[src/rtl/proc_pkg.sv]
// Shared definitions for the 4-bit processor core, its ALU and the program loader.
package proc_pkg;

  localparam int INSTR_W  = 8;
  localparam int ADDR_W   = 4;
  localparam int PM_DEPTH = 16;

  // Loader sequencing states
  typedef enum logic [2:0] {
    IDLE   = 3'd0,
    LOAD   = 3'd1,
    START  = 3'd2,
    RUN    = 3'd3,
    HALTED = 3'd4
  } state_t;

  // Opcode field values, instr[7:4]
  localparam logic [3:0] OP_NOP = 4'h0;
  localparam logic [3:0] OP_LDA = 4'h1;
  localparam logic [3:0] OP_ADD = 4'h2;
  localparam logic [3:0] OP_SUB = 4'h3;
  localparam logic [3:0] OP_STA = 4'h4;
  localparam logic [3:0] OP_LDI = 4'h5;
  localparam logic [3:0] OP_JMP = 4'h6;
  localparam logic [3:0] OP_JC  = 4'h7;
  localparam logic [3:0] OP_JZ  = 4'h8;
  localparam logic [3:0] OP_OUT = 4'hE;
  localparam logic [3:0] OP_HLT = 4'hF;

  function automatic logic [3:0] opcode_of(input logic [INSTR_W-1:0] instr);
    return instr[7:4];
  endfunction

endpackage

[src/rtl/prog_loader.sv]
// Boot/run sequencer: streams a program into core memory, then releases the
// core from PC reset and stops it on halt request or run-cycle timeout.
//
// state  | meaning
// IDLE   | no activity, core held in PC reset
// LOAD   | accepting program words, one pm write per accepted word
// START  | one cycle of PC reset with run counter cleared
// RUN    | core executing, run counter counting
// HALTED | core stopped and held at PC 0, program still resident
module prog_loader
  import proc_pkg::*;
#(
  parameter int MAX_RUN = 255,
  parameter int CNT_W   = 8
) (
  input  logic               clk,
  input  logic               reset,
  input  logic               load_req,
  input  logic               run_req,
  input  logic               halt_req,
  input  logic               ld_valid,
  input  logic [INSTR_W-1:0] ld_data,
  input  logic               ld_last,
  output logic               ld_ready,
  output logic               pm_we,
  output logic [ADDR_W-1:0]  pm_addr,
  output logic [INSTR_W-1:0] pm_wdata,
  output logic               core_reset,
  output logic               busy,
  output logic               loaded,
  output logic               timeout,
  output logic [ADDR_W:0]    word_count
);

  localparam logic [ADDR_W:0]   LAST_WORD = (ADDR_W+1)'(PM_DEPTH - 1);
  localparam logic [CNT_W-1:0]  RUN_LIMIT = CNT_W'(MAX_RUN);
  localparam logic [CNT_W-1:0]  CNT_SAT   = '1;

  state_t           state;
  logic [CNT_W-1:0] run_cnt;
  logic [CNT_W-1:0] cnt_next;
  logic             accept;

  // Saturating next value of the run counter
  always_comb begin
    cnt_next = run_cnt;
    if (run_cnt != CNT_SAT) cnt_next = run_cnt + 1'b1;
  end

  assign accept = ld_valid && ld_ready;

  // Sequencer FSM with registered outputs; pm_we is a one-cycle strobe
  always_ff @(posedge clk or posedge reset) begin
    if (reset) begin
      state      <= IDLE;
      run_cnt    <= '0;
      ld_ready   <= 1'b0;
      pm_we      <= 1'b0;
      pm_addr    <= '0;
      pm_wdata   <= '0;
      core_reset <= 1'b1;
      busy       <= 1'b0;
      loaded     <= 1'b0;
      timeout    <= 1'b0;
      word_count <= '0;
    end else begin
      pm_we <= 1'b0;
      case (state)
        IDLE, HALTED: begin
          if (load_req) begin
            state      <= LOAD;
            loaded     <= 1'b0;
            word_count <= '0;
            ld_ready   <= 1'b1;
            busy       <= 1'b1;
          end else if (run_req && loaded) begin
            state   <= START;
            timeout <= 1'b0;
            run_cnt <= '0;
            busy    <= 1'b1;
          end
        end
        LOAD: begin
          // A word handshaken in the abort cycle was already accepted, so it is still written
          if (accept) begin
            pm_we      <= 1'b1;
            pm_addr    <= word_count[ADDR_W-1:0];
            pm_wdata   <= ld_data;
            word_count <= word_count + 1'b1;
          end
          if (halt_req) begin
            state    <= IDLE;
            ld_ready <= 1'b0;
            busy     <= 1'b0;
            loaded   <= 1'b0;
          end else if (accept && (ld_last || word_count == LAST_WORD)) begin
            state    <= IDLE;
            ld_ready <= 1'b0;
            busy     <= 1'b0;
            loaded   <= 1'b1;
          end
        end
        START: begin
          run_cnt    <= '0;
          state      <= RUN;
          core_reset <= 1'b0;
        end
        RUN: begin
          run_cnt <= cnt_next;
          // Halt takes precedence so a simultaneous expiry is not reported as a timeout
          if (halt_req) begin
            state      <= HALTED;
            core_reset <= 1'b1;
            busy       <= 1'b0;
          end else if (MAX_RUN != 0 && cnt_next == RUN_LIMIT) begin
            state      <= HALTED;
            core_reset <= 1'b1;
            busy       <= 1'b0;
            timeout    <= 1'b1;
          end
        end
        default: begin
          state      <= IDLE;
          core_reset <= 1'b1;
          busy       <= 1'b0;
          ld_ready   <= 1'b0;
        end
      endcase
    end
  end

endmodule

[config.mk]
export PLATFORM = sky130hd
export DESIGN_NAME = prog_loader
export DESIGN_NICKNAME = d
export VERILOG_FILES = /design/src/rtl/proc_pkg.sv /design/src/rtl/prog_loader.sv
export SDC_FILE = /design/constraint.sdc
export NUM_CORES = 1
export LEC_CHECK = 0
export BUFFER_PORTS_ARGS = -buffer_cell sky130_fd_sc_hd__buf_2
export CORE_ASPECT_RATIO = 0.75
export CORE_UTILIZATION = 30
export DETAILED_ROUTE_END_ITERATION = 10
export SLEW_MARGIN = 5
export SYNTH_ARGS = -nofsm -noshare
export SYNTH_HDL_FRONTEND = slang
export SYNTH_SLANG_ARGS = --single-unit
[constraint.sdc]
create_clock -name clk -period 2.25 [get_ports clk]
set_input_delay 0.45 -clock clk [delete_from_list [all_inputs] [get_ports clk]]
set_output_delay 0.45 -clock clk [all_outputs]
set_load 0.01 [all_outputs]
# Yosys cells after proc, flatten, opt, wreduce, memory -nomap -nowiden
# Index checks and enable logic that the tools add are counted.
# classes
addsub	2
n_eq_ne	16
mux	36
bitwise_logic	3
n_reduce_logical	20
# op_table
op	n
two-way mux 8 bit	3
one-hot mux 8 bit (3 select lines)	1
two-way mux 3 bit	6
two-way mux 1 bit	17
AND reduction 3 bit	5
!= test 2 bit (second input constant)	6
one-hot mux 3 bit (4 select lines)	1
two-way mux 5 bit	2
one-hot mux 5 bit (2 select lines)	1
!= test 3 bit (second input constant)	3
adder 8 x 1 -> 8 bit (second input constant)	1
equality test 8 bit (second input constant)	1
!= test 8 bit (second input constant)	1
equality test 3 x 2 -> 1 bit (second input constant)	2
one-hot mux 1 bit (3 select lines)	2
adder 5 x 1 -> 5 bit (second input constant)	1
equality test 5 x 4 -> 1 bit (second input constant)	1
AND reduction 5 bit	1
one-hot mux 1 bit (2 select lines)	2
one-hot mux 1 bit (4 select lines)	1
AND reduction 2 bit	2
AND reduction 4 bit	1
nonzero test 2 bit	2
OR reduction 2 bit	2
8 further kinds	12
# totals
register_bits	34
in_bits	15
out_inout_bits	23
wordCells	88

# Logic depth before layout (Yosys ltp)
# depth
word_depth	6
mapped_depth	7
ltp_nobuf	7

# Worst setup path before layout
# OpenSTA, ideal clock, no wires.
# synth_timing
kind	flip-flop to flip-flop
startpoint	reg word_count[0]
endpoint	reg busy
arrival_time_ps	1718
required_ps	2164
slack_ps	446
stages_incl_launch_ff	8
n_path_buf	0
synth_period_minus_slack_ps	1804
path_cell_list	dfrtp_1 > ha_1 > and3_1 > ha_1 > o211a_1 > o31ai_1 > a21oi_1 > a32oi_1
# synth_between
elab_chain_len	5
# synth_rtl
element	line_no	rtl
from (decl)	prog_loader.sv:32	output logic [ADDR_W:0] word_count
from (signal assigned)	prog_loader.sv:89	word_count <= word_count + 1'b1;
equality test 5 x 4 -> 1 bit	prog_loader.sv:96	end else if (accept && (ld_last || word_count == LAST_WORD)) begin
logical OR 1 bit	prog_loader.sv:96	
logical AND 1 bit	prog_loader.sv:96	
!= test 3 bit (no line)	n/a	
AND reduction 4 bit (no line)	n/a	
to (signal assigned)	prog_loader.sv:94	busy <= 1'b0;
to (signal assigned)	prog_loader.sv:99	busy <= 1'b0;
to (signal assigned)	prog_loader.sv:114	busy <= 1'b0;
to (decl)	prog_loader.sv:29	output logic busy,
# Every way passes these cells.
# A chain may end at the register's enable or synchronous reset.

# Worst setup path in the final report
# Same ends and word-level chain as after synthesis.

==> impl_metrics.py <==
metrics = {
    "critical_path": {
        "cp-end-kind": "flop",
        "arrival_ns": 2.16,
        "reg2reg_depth": 7,
        "worst_setup_path_start_kind": "flop",
        "critPathKind": "flop to flop",
        "crit_fanout": 5,
        "critPathRequiredTime_ns": 2.46,
    },
    "timing": {
        "fin_tns_setup_ns": 0,
        "max_freq_ghz": 0.512,
        "rsz0062_at_grt": "no",
        "setup_violations": 0,
        "fin_worst_skew_ns": 0.00382,
        "slew_headroom_pct": 68.7,
        "period_share_pct": 86.9,
        "hold_viol_final": 0,
        "period_needed_ns": 1.95,
        "slew_violations": 0,
        "worst_slew_pin_slew_ns": 0.466,
    },
    "grt": {
        "grt.overflow.total": 0,
        "grt_max_degree": 35,
        "grt_pass1_wl_mm": 7.50,
        "gr-usage-all-layers_pct": 14.7,
        "antenna_found_initial": 0,
        "grt_pass1_vias": 1423,
    },
    "final_layout": {
        "drive_gt1_share_pct": 32.4,
        "instances_no_fill": 297,
        "fillers": 585,
        "layout_common_cells": "buf_2, dfrtp_1, a21oi_1",
        "diodes": 0,
        "layout.nets": 236,
        "final_common_cell": "buf_2",
        "area_growth_syn_to_layout_pct": 19.5,
    },
    "power_and_ir_drop": {
        "swShare_pct": 39.1,
        "p_leak_uw": 0.00102,
        "powerDensity_mw_per_mm2": 1140,
        "clock_power_share_pct": 18.6,
        "combPwrFrac_pct": 43.2,
        "p_switching_uw": 996,
        "ir_drop_v": 0.000412,
        "pwr-share-seq_pct": 38.1,
        "p_int_uw": 1550,
    },
    "synth": {
        "synth_fa_ha_area_share_pct": 2.54,
        "async_reset_ff_share_pct": 100,
        "synth_edf_count": 0,
        "yosys_warnings": 0,
        "netlist_instances": 177,
        "synth_top_family_by_area": "compound AO/OA/AOI/OAI gates",
        "yosys.area.top_type": "dfrtp_1",
        "yosys.area_share.simple_pct": 18.1,
        "ys_top_cells_by_area": "dfrtp_1, mux2_2, a21oi_1",
        "synth_xor_area_share_pct": 0.469,
        "synth.ff_latch_count": 34,
        "synth.avg_cell_area_um2": 10.6,
        "netlist_area_mm2": 0.00187,
        "synth_top_cell_area_share_pct": 44.2,
        "synth_mux_area_share_pct": 9.77,
        "synth_compound_area_share_pct": 19.2,
        "ys_types": 52,
        "mappedNetlistNets": 195,
        "yosysSeqAreaShare_pct": 45.6,
        "ys.flop_type": "dfrtp_1",
    },
    "placed_design": {
        "gp_congestion": 0.840,
        "dpl.cell_count": 289,
        "portBuffers": 37,
        "dp_hpwl_mm": 3.20,
    },
    "clock_network": {
        "cts.sinks": 34,
        "clockBufferDepth": 2,
        "clkTransAtPathRegs_ns": 0.07,
        "ctsHtreeMaxLevel": 2,
        "postCtsSetupRepairBufs": 0,
        "cts_resized": 0,
        "tritoncts": "done",
        "hold_buffers": 0,
        "insertion_delay_ns": 0.29,
        "cts_buffers": 5,
        "root_buffer": "clkbuf_8",
    },
    "routing": {
        "ant_nets": 0,
        "dr.first_iter.drc_count": 141,
        "vias_per_cell": 5.32,
        "drcViolationCount": 0,
        "first_pass_iters": 4,
        "wire_per_inst_um": 15.0,
        "vias": 1579,
        "drt-total-wl_mm": 4.45,
    },
    "floorplan": {
        "coreArea_mm2": 0.00592,
        "fp.dieW_um": 93.2,
        "io_pins": 38,
        "start_util_pct": 31.6,
        "rows": 24,
        "die-area_mm2": 0.00655,
        "die_h_um": 70.4,
    },
    "run_status": {
        "status": "complete, no violations",
    },
    "run": {
        "maxCapViolations": 0,
    },
    "hold_path": {
        "hp-class": "primary input to async pin",
    },
}
[flip-flops by register name, summed over array words and instances, names as in the netlist]
signal,cells
ld_ready,1
core_reset,1
run_cnt,8
state,3
loaded,1
pm_we,1
word_count,5
busy,1
pm_addr,4
timeout,1
pm_wdata,8
[power by group through the flow]
stage	combinational [µW]	sequential, µW	clock, µW
6_report	1100	972	475
5_1_grt	1200	1000	524
2_1_floorplan	731	995	0
4_1_cts	1100	968	493
3_5_place_dp	1090	977	0
3_3_place_gp	1090	974	0
[per-layer routing]
layer  part of all wire [%]  track usage, %
met2                     43            19.2
met1                     50            22.8
met3                    5.5            4.58
met5                      0               0
met4                    1.1            4.10
[worst paths after layout]
check / slack [ns] / endpoint / startpoint
max: 0.30 / busy / word_count[0]
min: 0.25 / pm_wdata[1] / reset
max reg2reg: 0.30 / busy / word_count[0]
min reg2reg: 0.48 / pm_wdata[4] / pm_wdata[4]
max in group asynchronous: 1.66 / core_reset / reset
min in group clk: 0.38 / pm_wdata[4] / ld_data[4]
[cell families (layout without fill, tap and decap cells)]
logic type	Yosys count	in the layout
compound gates	54	54
fa+ha+maj	4	4
buf+inv	15	57
mux	15	15
simple gates	54	54
xor+xnor	1	1
flops	34	34
[layout make-up]
class / instances / area, µm² / share of cell area, %
well taps: 78 / 97.6 / 4.37
multi-input cells: 128 / 936 / 41.9
clock inverters: 1 / 5.00 / 0.224
flip-flops and latches: 34 / 852 / 38.2
repair buffers: 44 / 238 / 10.6
clock buffers: 7 / 86.3 / 3.87
inverters: 5 / 18.8 / 0.840
[per-stage QoR]
step           setup slack [ns]  util, %  hold slack [ns]  power, µW  cell area, µm²
6_report                  0.295     37.8            0.251       2550            2230
3_5_place_dp              0.298     36.2            0.469       2070            2140
5_1_grt                   0.169     37.8            0.276       2730            2230
3_3_place_gp              0.346     36.2            0.465       2060            2140
4_1_cts                   0.275     37.8            0.257       2560            2230
2_1_floorplan             0.446        -            0.529       1730            1870
[worst max-delay path, cell delays in order, from the launching register on]
cell and delay, ns:
dfrtp_1 0.43, ha_1 0.25, and3_1 0.20, ha_1 0.18, o211a_1 0.29, o31ai_1 0.24
a21oi_1 0.10, a32oi_1 0.19
[synth_stat cells, types with 3 or more instances]
| master | number |
|---|---|
| nor3_1 | 3 |
| mux2_1 | 3 |
| nand3_1 | 6 |
| ha_1 | 3 |
| inv_1 | 5 |
| a21oi_1 | 13 |
| mux2_2 | 7 |
| dfrtp_1 | 33 |
| o31ai_1 | 3 |
| nor2_1 | 9 |
| and3_1 | 4 |
| a31oi_1 | 4 |
| a41oi_1 | 3 |
| buf_2 | 4 |
| mux2_4 | 4 |
| a32o_1 | 3 |
| o21ai_0 | 12 |
| nand4_1 | 3 |
| nand2_1 | 9 |
(Power assumes the default switching activity.)
